==> src/rtl/traffic_phase_scheduler.sv <==
// traffic_phase_scheduler
// Two-phase (NS = lanes 0/2, EW = lanes 1/3) intersection sequencer with
// tick-timed green / yellow / all-red intervals, sensor-driven phase changes
// and a flashing night mode. Drives the 8-bit lane light-code bus.
module traffic_phase_scheduler #(
  parameter int GREEN_TICKS  = 4,
  parameter int YELLOW_TICKS = 2,
  parameter int ALLRED_TICKS = 1
) (
  input  logic       clk,
  input  logic       rst_n,
  input  logic       tick,
  input  logic [3:0] req,
  input  logic       night,
  output logic [7:0] laneOutput,
  output logic [2:0] phase
);

  typedef enum logic [2:0] {
    NS_GREEN  = 3'd0,
    NS_YELLOW = 3'd1,
    ALLRED_1  = 3'd2,
    EW_GREEN  = 3'd3,
    EW_YELLOW = 3'd4,
    ALLRED_2  = 3'd5,
    NIGHT     = 3'd6
  } state_t;

  // Last counter value of each timed interval (counter starts at 0 on entry).
  localparam logic [7:0] GREEN_LAST  = 8'(GREEN_TICKS - 1);
  localparam logic [7:0] YELLOW_LAST = 8'(YELLOW_TICKS - 1);
  localparam logic [7:0] ALLRED_LAST = 8'(ALLRED_TICKS - 1);

  localparam logic [1:0] CODE_RED    = 2'b00;
  localparam logic [1:0] CODE_GREEN  = 2'b01;
  localparam logic [1:0] CODE_YELLOW = 2'b10;
  localparam logic [1:0] CODE_DARK   = 2'b11;

  // Places the NS code on lanes 0/2 and the EW code on lanes 1/3.
  function automatic logic [7:0] pack_lanes(input logic [1:0] ns_code,
                                            input logic [1:0] ew_code);
    return {ew_code, ns_code, ew_code, ns_code};
  endfunction

  state_t     state_r, state_s;
  logic [7:0] cnt_r, cnt_s;
  logic       pend_ns_r, pend_ns_s;
  logic       pend_ew_r, pend_ew_s;
  logic       flash_r, flash_s;
  logic       enter_ns_s, enter_ew_s;
  logic [7:0] lane_s;

  // State, interval counter, pending flags and flash bit.
  always_ff @(posedge clk or negedge rst_n) begin
    if (!rst_n) begin
      state_r   <= ALLRED_2;
      cnt_r     <= 8'd0;
      pend_ns_r <= 1'b0;
      pend_ew_r <= 1'b0;
      flash_r   <= 1'b0;
    end else begin
      state_r   <= state_s;
      cnt_r     <= cnt_s;
      pend_ns_r <= pend_ns_s;
      pend_ew_r <= pend_ew_s;
      flash_r   <= flash_s;
    end
  end

  // Next-state logic: everything advances only on tick cycles.
  always_comb begin
    state_s = state_r;
    cnt_s   = cnt_r;
    flash_s = flash_r;
    if (tick) begin
      case (state_r)
        NS_GREEN: begin
          if (cnt_r < GREEN_LAST) begin
            cnt_s = cnt_r + 8'd1;
          end else if (pend_ew_r || night) begin
            state_s = NS_YELLOW;
            cnt_s   = 8'd0;
          end else begin
            cnt_s = cnt_r;  // rest in green, counter saturated
          end
        end
        EW_GREEN: begin
          if (cnt_r < GREEN_LAST) begin
            cnt_s = cnt_r + 8'd1;
          end else if (pend_ns_r || night) begin
            state_s = EW_YELLOW;
            cnt_s   = 8'd0;
          end else begin
            cnt_s = cnt_r;
          end
        end
        NS_YELLOW, EW_YELLOW: begin
          if (cnt_r == YELLOW_LAST) begin
            state_s = (state_r == NS_YELLOW) ? ALLRED_1 : ALLRED_2;
            cnt_s   = 8'd0;
          end else begin
            cnt_s = cnt_r + 8'd1;
          end
        end
        ALLRED_1, ALLRED_2: begin
          if (cnt_r == ALLRED_LAST) begin
            cnt_s = 8'd0;
            if (night) begin
              state_s = NIGHT;
            end else if (state_r == ALLRED_1) begin
              state_s = EW_GREEN;
            end else begin
              state_s = NS_GREEN;
            end
          end else begin
            cnt_s = cnt_r + 8'd1;
          end
        end
        NIGHT: begin
          if (night) begin
            flash_s = ~flash_r;
          end else begin
            state_s = ALLRED_2;
            cnt_s   = 8'd0;
            flash_s = 1'b0;
          end
        end
        default: begin
          // Unreachable encoding: recover to the safe all-red state.
          state_s = ALLRED_2;
          cnt_s   = 8'd0;
          flash_s = 1'b0;
        end
      endcase
    end else begin
      state_s = state_r;
    end
  end

  // Pending requests: set by sensors on any clk, cleared when entering the
  // matching green (clear has priority), and suppressed entirely in NIGHT.
  always_comb begin
    enter_ns_s = (state_s == NS_GREEN) && (state_r != NS_GREEN);
    enter_ew_s = (state_s == EW_GREEN) && (state_r != EW_GREEN);
    if (state_r == NIGHT) begin
      pend_ns_s = 1'b0;
      pend_ew_s = 1'b0;
    end else begin
      if (enter_ns_s) begin
        pend_ns_s = 1'b0;
      end else begin
        pend_ns_s = pend_ns_r | req[0] | req[2];
      end
      if (enter_ew_s) begin
        pend_ew_s = 1'b0;
      end else begin
        pend_ew_s = pend_ew_r | req[1] | req[3];
      end
    end
  end

  // Light-code decode from the registered state; never lights both phases.
  always_comb begin
    lane_s = pack_lanes(CODE_RED, CODE_RED);
    case (state_r)
      NS_GREEN:  lane_s = pack_lanes(CODE_GREEN, CODE_RED);
      NS_YELLOW: lane_s = pack_lanes(CODE_YELLOW, CODE_RED);
      EW_GREEN:  lane_s = pack_lanes(CODE_RED, CODE_GREEN);
      EW_YELLOW: lane_s = pack_lanes(CODE_RED, CODE_YELLOW);
      ALLRED_1, ALLRED_2: lane_s = pack_lanes(CODE_RED, CODE_RED);
      NIGHT: begin
        if (flash_r) begin
          lane_s = pack_lanes(CODE_DARK, CODE_DARK);
        end else begin
          lane_s = pack_lanes(CODE_YELLOW, CODE_RED);
        end
      end
      default: lane_s = pack_lanes(CODE_RED, CODE_RED);
    endcase
  end

  assign laneOutput = lane_s;
  assign phase      = state_r;

endmodule

==> config.mk <==
export PLATFORM = sky130hd
export DESIGN_NAME = traffic_phase_scheduler
export DESIGN_NICKNAME = d
export VERILOG_FILES = /design/src/rtl/traffic_phase_scheduler.sv
export SDC_FILE = /design/constraint.sdc
export NUM_CORES = 1
export LEC_CHECK = 0
export BUFFER_PORTS_ARGS = -buffer_cell sky130_fd_sc_hd__buf_2
export CAP_MARGIN = 0
export CORE_MARGIN = 1
export CORE_UTILIZATION = 30
export DETAILED_ROUTE_END_ITERATION = 12
export HOLD_SLACK_MARGIN = 0.06
export PLACE_DENSITY = 0.48
export SLEW_MARGIN = 20
export SYNTH_ARGS = -nofsm -noshare
export SYNTH_HDL_FRONTEND = slang
export SYNTH_SLANG_ARGS = --single-unit
==> constraint.sdc <==
create_clock -name clk -period 1.9 [get_ports clk]
set_input_delay 0.475 -clock clk [delete_from_list [all_inputs] [get_ports clk]]
set_output_delay 0.475 -clock clk [all_outputs]
set_load 0.1 [all_outputs]
### Word-level counts from Yosys, hierarchy flattened

Index checks and enable logic that the tools add are counted.

* $add $sub $neg: 1
* bitwise gates (word level): 6
* equality and inequality tests: 12
* reduce and logical (&&, ||, !) cells: 13
* multiplexer cells: 28
* magnitude comparators: 1

Operators by type and width (count)
* $pmux 8 s5: 2
* $mux 8: 8
* $mux 3: 10
* $pmux 3 s5: 1
* $eq 3x2->1 const B: 3
* $eq 3x3->1 const B: 3
* $add 8x1->8 const B: 1
* $eq 8x1->1 const B: 1
* $logic_not 8->1: 1
* $lt 8x2->1 const B: 1
* $logic_not 3->1: 2
* $ne 3x3->1 const B: 2
* $reduce_or 6->1: 1
* $mux 1: 5
* $or 1x1->1: 4
* $reduce_and 4->1: 1
* $reduce_or 2->1: 2
* $eq 3x1->1 const B: 1
* $ne 3x2->1 const B: 1
* $reduce_bool 3->1: 1
* $logic_and 1x1->1: 2
* $logic_or 1x1->1: 2
* $mux 2: 1
* $ne 2x2->1 const B: 1
* 3 further kinds: 4

* input port bits: 8
* register bits: 14
* output and inout port bits: 11
* logic and storage cells: 66

### Depth between registers and ports, before layout

Gate-level depths: netlist of the first run.

* word-level depth: 10
* mapped depth: 9
* depth with buffers taken out: 9

### Worst setup path before layout of the first run

OpenSTA, ideal clock, no wires.

* path kind: flip-flop to output port
* from: register state_r[1], in the netlist phase[1]
* to: output laneOutput[5]
* buffers on the path: 2
* required time: 1.425 ns
* setup slack: -2.585 ns
* stages on the path, launching flop included: 6
* arrival time: 4.010 ns
* cells stage by stage: dfrtp_1 -> buf_2 -> inv_1 -> nand2_1 -> o21ai_0 -> buf_4

* word-level cells in the longest chain between the ends: 2
* elaborated cells between the ends (all ways): 6
* classes of those cells: 4 x eq/ne; 1 x mux; 1 x reduce/logical

RTL lines
* from (decl): line 45 `state_t state_r, state_s;`
* from (signal assigned): line 62 `state_r <= state_s;`
* $eq 3x3->1 (tied with other cells): line 165 `case (state_r)`
* $pmux 8 s5 *: line 165
* to (decl): line 15 `output logic [7:0] laneOutput,`

Mark *: on every way between the ends. The rest lies on a longest branch, timed or not.

### Final worst setup path of the first run

* from: register state_r[2], in the netlist phase[2]
* to: output laneOutput[7]

Same word-level chain as after synthesis.

==> results of run 1 <==
==> cell usage in the layout (no fill, tap or decap), types with 6 or more instances in the layout <==
master and count:
sky130_fd_sc_hd__nand3_1 6, sky130_fd_sc_hd__buf_4 27, sky130_fd_sc_hd__nor3_1 10, sky130_fd_sc_hd__dfrtp_1 11, sky130_fd_sc_hd__inv_1 7, sky130_fd_sc_hd__buf_2 8
sky130_fd_sc_hd__nor2_1 6, sky130_fd_sc_hd__a21oi_1 12, sky130_fd_sc_hd__buf_12 10, sky130_fd_sc_hd__nand2_1 9, sky130_fd_sc_hd__o21ai_1 8
==> area by class of cell <==
cell class | instances | area, um^2
fillers | 351 | 1880
multi-input cells | 111 | 821
repair buffers | 50 | 503
flip-flops and latches | 14 | 364
well taps | 48 | 60.1
clock buffers | 4 | 55.1
inverters | 8 | 32.5
==> worst register-to-register path, cell delays in order, from the launching register on <==
cell	delay (ns)
sky130_fd_sc_hd__dfstp_4	0.63
sky130_fd_sc_hd__buf_4	0.16
sky130_fd_sc_hd__xnor2_1	0.14
sky130_fd_sc_hd__mux2i_1	0.34
sky130_fd_sc_hd__o21ai_1	0.10
sky130_fd_sc_hd__a21o_2	0.25
sky130_fd_sc_hd__buf_4	0.14
sky130_fd_sc_hd__o21ai_1	0.12
==> timing repair <==
| action | 4_1_cts | 5_1_grt |
|---|---|---|
| endpoints found under the setup margin | 8 | 18 |
| buffers inserted | 9 | 4 |
| pin swaps | 4 | 7 |
| resized for setup | 10 | 16 |
| endpoints found under the hold margin | 0 | 0 |
==> layer usage <==
layer | GRT usage | vias to the layer above | part of all wire
met3 | 0.0352 | 10 | 0.040
met2 | 0.300 | 37 | 0.51
met5 | 0 | - | 0
li1 | - | 607 | -
met4 | 0.0639 | 0 | 0.030
met1 | 0.221 | 586 | 0.42
==> worst min-delay path by stage <==
stage	endpoint	from	slack, ns	cells after the start
2_1_floorplan	cnt_r[0]	rst_n	0.18	0
3_3_place_gp	phase[1]	rst_n	0.40	1
3_5_place_dp	phase[1]	rst_n	0.41	1
4_1_cts	flash_r	rst_n	0.14	1
5_1_grt	flash_r	rst_n	0.15	1
6_report	phase[1]	rst_n	0.12	1
==> sequential cells by signal, summed over array words and instances (netlist names) <==
signal	count
cnt_r	8
phase	3
flash_r	1
pend_ew_r	1
pend_ns_r	1
==> kinds of logic (layout without fill, tap and decap cells) <==
family	after synthesis	after routing
muxes	3	3
AOI/OAI and AO/OA	47	47
and+or+nand+nor	56	56
xor gates and xnor gates	2	2
buffers and inverters	19	62
DFF	14	14
adders and majority gates	3	3
==> per-stage QoR <==
| step | worst slack (ns) | hold WS, ns |
|---|---|---|
| after floorplan | -0.727 | 0.179 |
| after global placement | 0.0220 | 0.400 |
| after detailed placement | 0.0145 | 0.407 |
| after CTS | -0.124 | 0.136 |
| after global routing | -0.176 | 0.150 |
| final | -0.119 | 0.119 |
==> results_dict.tcl, run 1 <==
set metrics [dict create \
    synth_simple_gate_area_frac 0.248 \
    critical_path_required_ns 1.42 \
    postCtsHoldBufs 0 \
    antenna_cells_inserted 0 \
    post_synthesis_instance_area_mm2 0.00118 \
    timing_worst_slew_pin_value_ns 0.481 \
    io_buffer_count 18 \
    final_antenna_net_count 0 \
    number_of_enable_flip_flop_cells_after_synthesis 0 \
    floorplan.die.width_um 64.6 \
    overflow 0 \
    floorplan.initialDensity 0.317 \
    synth_top_family_by_area "compound AO/OA/AOI/OAI gates" \
    share_of_synthesized_flip_flops_with_an_asynchronous_set_or_reset 1.00 \
    number_of_drc_violations_after_detailed_routing 0 \
    dp.cells 218 \
    dominantRegCellSynth "sky130_fd_sc_hd__dfrtp_1" \
    gp_routability_congestion 0.832 \
    startpoint "phase[2]" \
    drtPass1Iterations 4 \
    post_synth_main_area_contributors "sky130_fd_sc_hd__dfrtp_1, sky130_fd_sc_hd__a21oi_1, sky130_fd_sc_hd__nor3_1" \
    worst_setup_path_start_kind "register" \
    hold_viol 0 \
    rows 22 \
    syn_inst 144 \
    detailed_place.area_mm2 0.00160 \
    max_slew_margin 0.681 \
    cts_tree "yes" \
    crit-reg2reg-launch "phase[2]" \
    nNetsFinal 199 \
    worst-setup-path-type "reg2out" \
    synthDominantAreaCellType "sky130_fd_sc_hd__dfrtp_1" \
    final.min_clock_period_ns 2.02 \
    final_cells 235 \
    worst_setup_path_end_kind "output port" \
    failed_checks "setup timing" \
    io_pins 19 \
    timing.final.max_slew_violations 0 \
    clock_sink_count 14 \
    fin_crit_sh 1.06 \
    critPathArrivalTime_ns 1.54 \
    final.setup_skew_ns 0.0117 \
    finalWirelength_mm 3.38 \
    ys_warn_count 0 \
    worst-path-buf-inv 2 \
    synthToLayoutAreaGrowth_pct 55.9 \
    finalInstanceArea_mm2 0.00184 \
    synth_compound_area_frac 0.287 \
    setup_viol_count_final 16 \
    critical_path_cell_count 4 \
    register_area_share_after_synthesis 0.300 \
    total_of_max_cap_violations 0 \
    synth.top_cell.area_share 0.255 \
    final_critical_path_setup_slack_ns -0.119 \
    run_status "complete, but fails checks" \
    htree_num_levels 1 \
    drive_gt1_frac 0.460 \
    grtUsageTotal 0.177 \
    synth.net_count 155 \
    grt_first_pass_wirelength_mm 5.73 \
    detailed_router_s_first_iteration_violation_count 94 \
    crit_chain "nor2b_4 -> buf_4 -> o21a_2 -> buf_12" \
    synth_top_cells_by_count "sky130_fd_sc_hd__a21oi_1, sky130_fd_sc_hd__nor3_1, sky130_fd_sc_hd__dfrtp_1, sky130_fd_sc_hd__nand2_1" \
    rsz0062_at_grt "yes" \
    ys_ff_latch 14 \
    critPathCapture "laneOutput[7]" \
    utilization 0.494 \
    place.detailed.hpwl_mm 2.36 \
    critical_path.slowest_cell "sky130_fd_sc_hd__dfstp_4" \
    fin_setup_tns_ns -1.15 \
    syn_area_per_cell_um2 8.18 \
    crit-reg2reg-capture "cnt_r[6]" \
    grt_max_degree 15 \
    antenna_found_initial 0 \
    detail_route.wl_per_cell_um 14.4 \
    cts_root_buffer "sky130_fd_sc_hd__clkbuf_8" \
    yosys.cell_types.count 45 \
    critPathTopFamily "flip-flops" \
    worst_path_largest_cell_delay_ns 0.63 \
    critical_path.max_fanout 4 \
    routed_via_density 5.28 \
    dieArea_mm2 0.00418 \
    die-height_um 64.6 \
    timing.hold.worst.class "in2async" \
    worst_skew_pair.late_latency_ns 0.25 \
    fmaxAchievable_mhz 495 \
    synth_xor_xnor_area_share 0.0149 \
    clock_pin_slew_of_the_registers_on_the_worst_case_setup_and_hold_paths_ns 0.07 \
    synth.mux.area_fraction 0.0276 \
    worst-r2r-setup-slack_ns -0.07 \
    synth-adder-area-share 0.0319 \
    cts_inserted_buffers 3 \
    first_global_vias 1241 \
    r2r.worst_path.cells 7 \
    clk_path_buf_depth 2 \
    core_region_area_mm2 0.00372 \
    routed_vias 1240 \
]
Power of run 1 is left out: the tool's default activity adds up to more than one toggle a clock period on the data nets, which glitch-free logic cannot reach.
==> run 2: changes to the inputs <==
==> config.mk (replaced) <==
export PLATFORM = sky130hd
export DESIGN_NAME = traffic_phase_scheduler
export DESIGN_NICKNAME = d
export VERILOG_FILES = /design/src/rtl/traffic_phase_scheduler.sv
export SDC_FILE = /design/constraint.sdc
export NUM_CORES = 1
export LEC_CHECK = 0
export CAP_MARGIN = 0
export CORE_MARGIN = 1
export CORE_UTILIZATION = 30
export DETAILED_ROUTE_END_ITERATION = 12
export DONT_BUFFER_PORTS = 1
export HOLD_SLACK_MARGIN = 0.06
export PLACE_DENSITY = 0.44
export SYNTH_ARGS = -nofsm -noshare
export SYNTH_HDL_FRONTEND = slang
export SYNTH_SLANG_ARGS = --single-unit
==> run 2 against run 1 <==
The run still ends with setup timing left; count of clock-buffer cells in the layout unchanged; final cell count down 5.5%; via count down 4.1%; hold slack better by 0.24 ns; utilization down 4.2 points; register-to-register slack worse by 0.03 ns; die area unchanged; sequential cell count unchanged; sequential share of layout area up 1.8 points.
==> results_dict.tcl, run 2 (synthesis gave the netlist of run 1 again) <==
set metrics [dict create \
    gp_routability_congestion 0.857 \
    critical_path.max_fanout 4 \
    core_region_area_mm2 0.00372 \
    htree_num_levels 1 \
    detailed_router_s_first_iteration_violation_count 56 \
    critical_path.slowest_cell "sky130_fd_sc_hd__dfstp_4" \
    grtUsageTotal 0.166 \
    clock_pin_slew_of_the_registers_on_the_worst_case_setup_and_hold_paths_ns 0.07 \
    crit_chain "buf_4 -> nand2b_1 -> a21oi_4 -> buf_12" \
    worst_setup_path_start_kind "register" \
    max_slew_margin 0.556 \
    grt_first_pass_wirelength_mm 5.35 \
    run_status "complete, but fails checks" \
    nNetsFinal 186 \
    final.setup_skew_ns 0.0105 \
    antenna_found_initial 0 \
    critical_path_required_ns 1.42 \
    failed_checks "setup timing" \
    floorplan.initialDensity 0.317 \
    io_buffer_count 0 \
    rows 22 \
    clock_sink_count 14 \
    final_antenna_net_count 0 \
    place.detailed.hpwl_mm 2.31 \
    cts_root_buffer "sky130_fd_sc_hd__clkbuf_8" \
    routed_vias 1189 \
    worst-r2r-setup-slack_ns -0.10 \
    die-height_um 64.6 \
    layout.cells.most_common_list "sky130_fd_sc_hd__buf_4, sky130_fd_sc_hd__nand2_1, sky130_fd_sc_hd__nor3_1, sky130_fd_sc_hd__dfrtp_1, sky130_fd_sc_hd__a21oi_1" \
    worst_setup_path_end_kind "output port" \
    overflow 0 \
    utilization 0.452 \
    drtPass1Iterations 4 \
    cts_tree "yes" \
    hold_viol 0 \
    worst-setup-path-type "reg2out" \
    first_global_vias 1213 \
    rsz0062_at_grt "yes" \
    fmaxAchievable_mhz 490 \
    most_common_cell_after_layout_fill_and_taps_aside "sky130_fd_sc_hd__buf_4" \
    floorplan.die.width_um 64.6 \
    synthToLayoutAreaGrowth_pct 42.7 \
    critPathTopFamily "flip-flops" \
    grt_max_degree 15 \
    final.min_clock_period_ns 2.04 \
    finalWirelength_mm 3.33 \
    timing.hold.worst.class "in2reg" \
    detail_route.wl_per_cell_um 15.0 \
    dieArea_mm2 0.00418 \
    antenna_cells_inserted 0 \
    registers.top_by_ff_count "cnt_r" \
    final_critical_path_setup_slack_ns -0.142 \
    fin_crit_sh 1.07 \
    worst-path-buf-inv 2 \
    setup_viol_count_final 14 \
    worst_path_largest_cell_delay_ns 0.48 \
    io_pins 19 \
    total_of_max_cap_violations 0 \
    number_of_flip_flops_under_the_largest_register_name 8 \
    worst_skew_pair.late_latency_ns 0.26 \
    critPathArrivalTime_ns 1.57 \
    timing.final.max_slew_violations 0 \
    cts_inserted_buffers 3 \
    drive_gt1_frac 0.414 \
    number_of_drc_violations_after_detailed_routing 0 \
    clk_path_buf_depth 2 \
    timing_worst_slew_pin_value_ns 0.664 \
    routed_via_density 5.36 \
]
-- run 2: cell types whose count changed in the layout (fill, tap and decap cells not counted), moves of 2 or more --
cell                      change
sky130_fd_sc_hd__a21oi_1      -2
sky130_fd_sc_hd__a21oi_2      +2
sky130_fd_sc_hd__buf_12       -5
sky130_fd_sc_hd__buf_2        -8
sky130_fd_sc_hd__nand2_1      +2
sky130_fd_sc_hd__o21ai_0      +3
sky130_fd_sc_hd__o21ai_1      -4
-- run 2: routing by layer --
layer	vias to the layer above	GRT usage	part of all wire
met5	-	0	0
met4	0	0.0639	0.020
met3	8	0.0458	0.039
met2	30	0.293	0.52
met1	572	0.189	0.42
li1	579	-	-
-- run 2: what timing repair did --
item	in CTS	in global routing
pin swaps	4	3
endpoints found under the setup margin	8	18
endpoints found under the hold margin	14	0
hold buffers	1	0
setup buffers	6	6
resized for setup	9	12
-- run 2: path summary, 6_finish.rpt --
check,to,startpoint,depth (start not counted)
setup / recovery,laneOutput[2],phase[2],4
hold / removal,phase[1],tick,1
setup reg to reg,cnt_r[6],phase[2],7
hold reg to reg,cnt_r[7],cnt_r[7],2
max in group asynchronous,phase[1],rst_n,1
min in group asynchronous,cnt_r[2],rst_n,1
-- run 2: cell type report --
type | instances | area, um^2
repair buffers | 37 | 365
well taps | 48 | 60.1
clock buffers | 4 | 45.0
multi-input cells | 111 | 816
flip-flops and latches | 14 | 364
inverters | 8 | 30.0
fillers | 364 | 2040
-- run 2: metrics by stage --
| step | hold slack, ns | TNS, ns | cells | cell area [um^2] | worst slack (ns) |
|---|---|---|---|---|---|
| 6_report | 0.358 | -1.24 | 222 | 1680 | -0.142 |
| 5_1_grt | 0.356 | -2.23 | 222 | 1680 | -0.189 |
| 4_1_cts | 0.345 | -0.822 | 216 | 1590 | -0.138 |
| 3_5_place_dp | 0.180 | 0 | 205 | 1460 | 0.0425 |
| 3_3_place_gp | 0.180 | 0 | 205 | 1460 | 0.0565 |
| 2_1_floorplan | 0.179 | -4.25 | 144 | 1280 | -0.727 |
Power of run 2 is left out for the same reason.
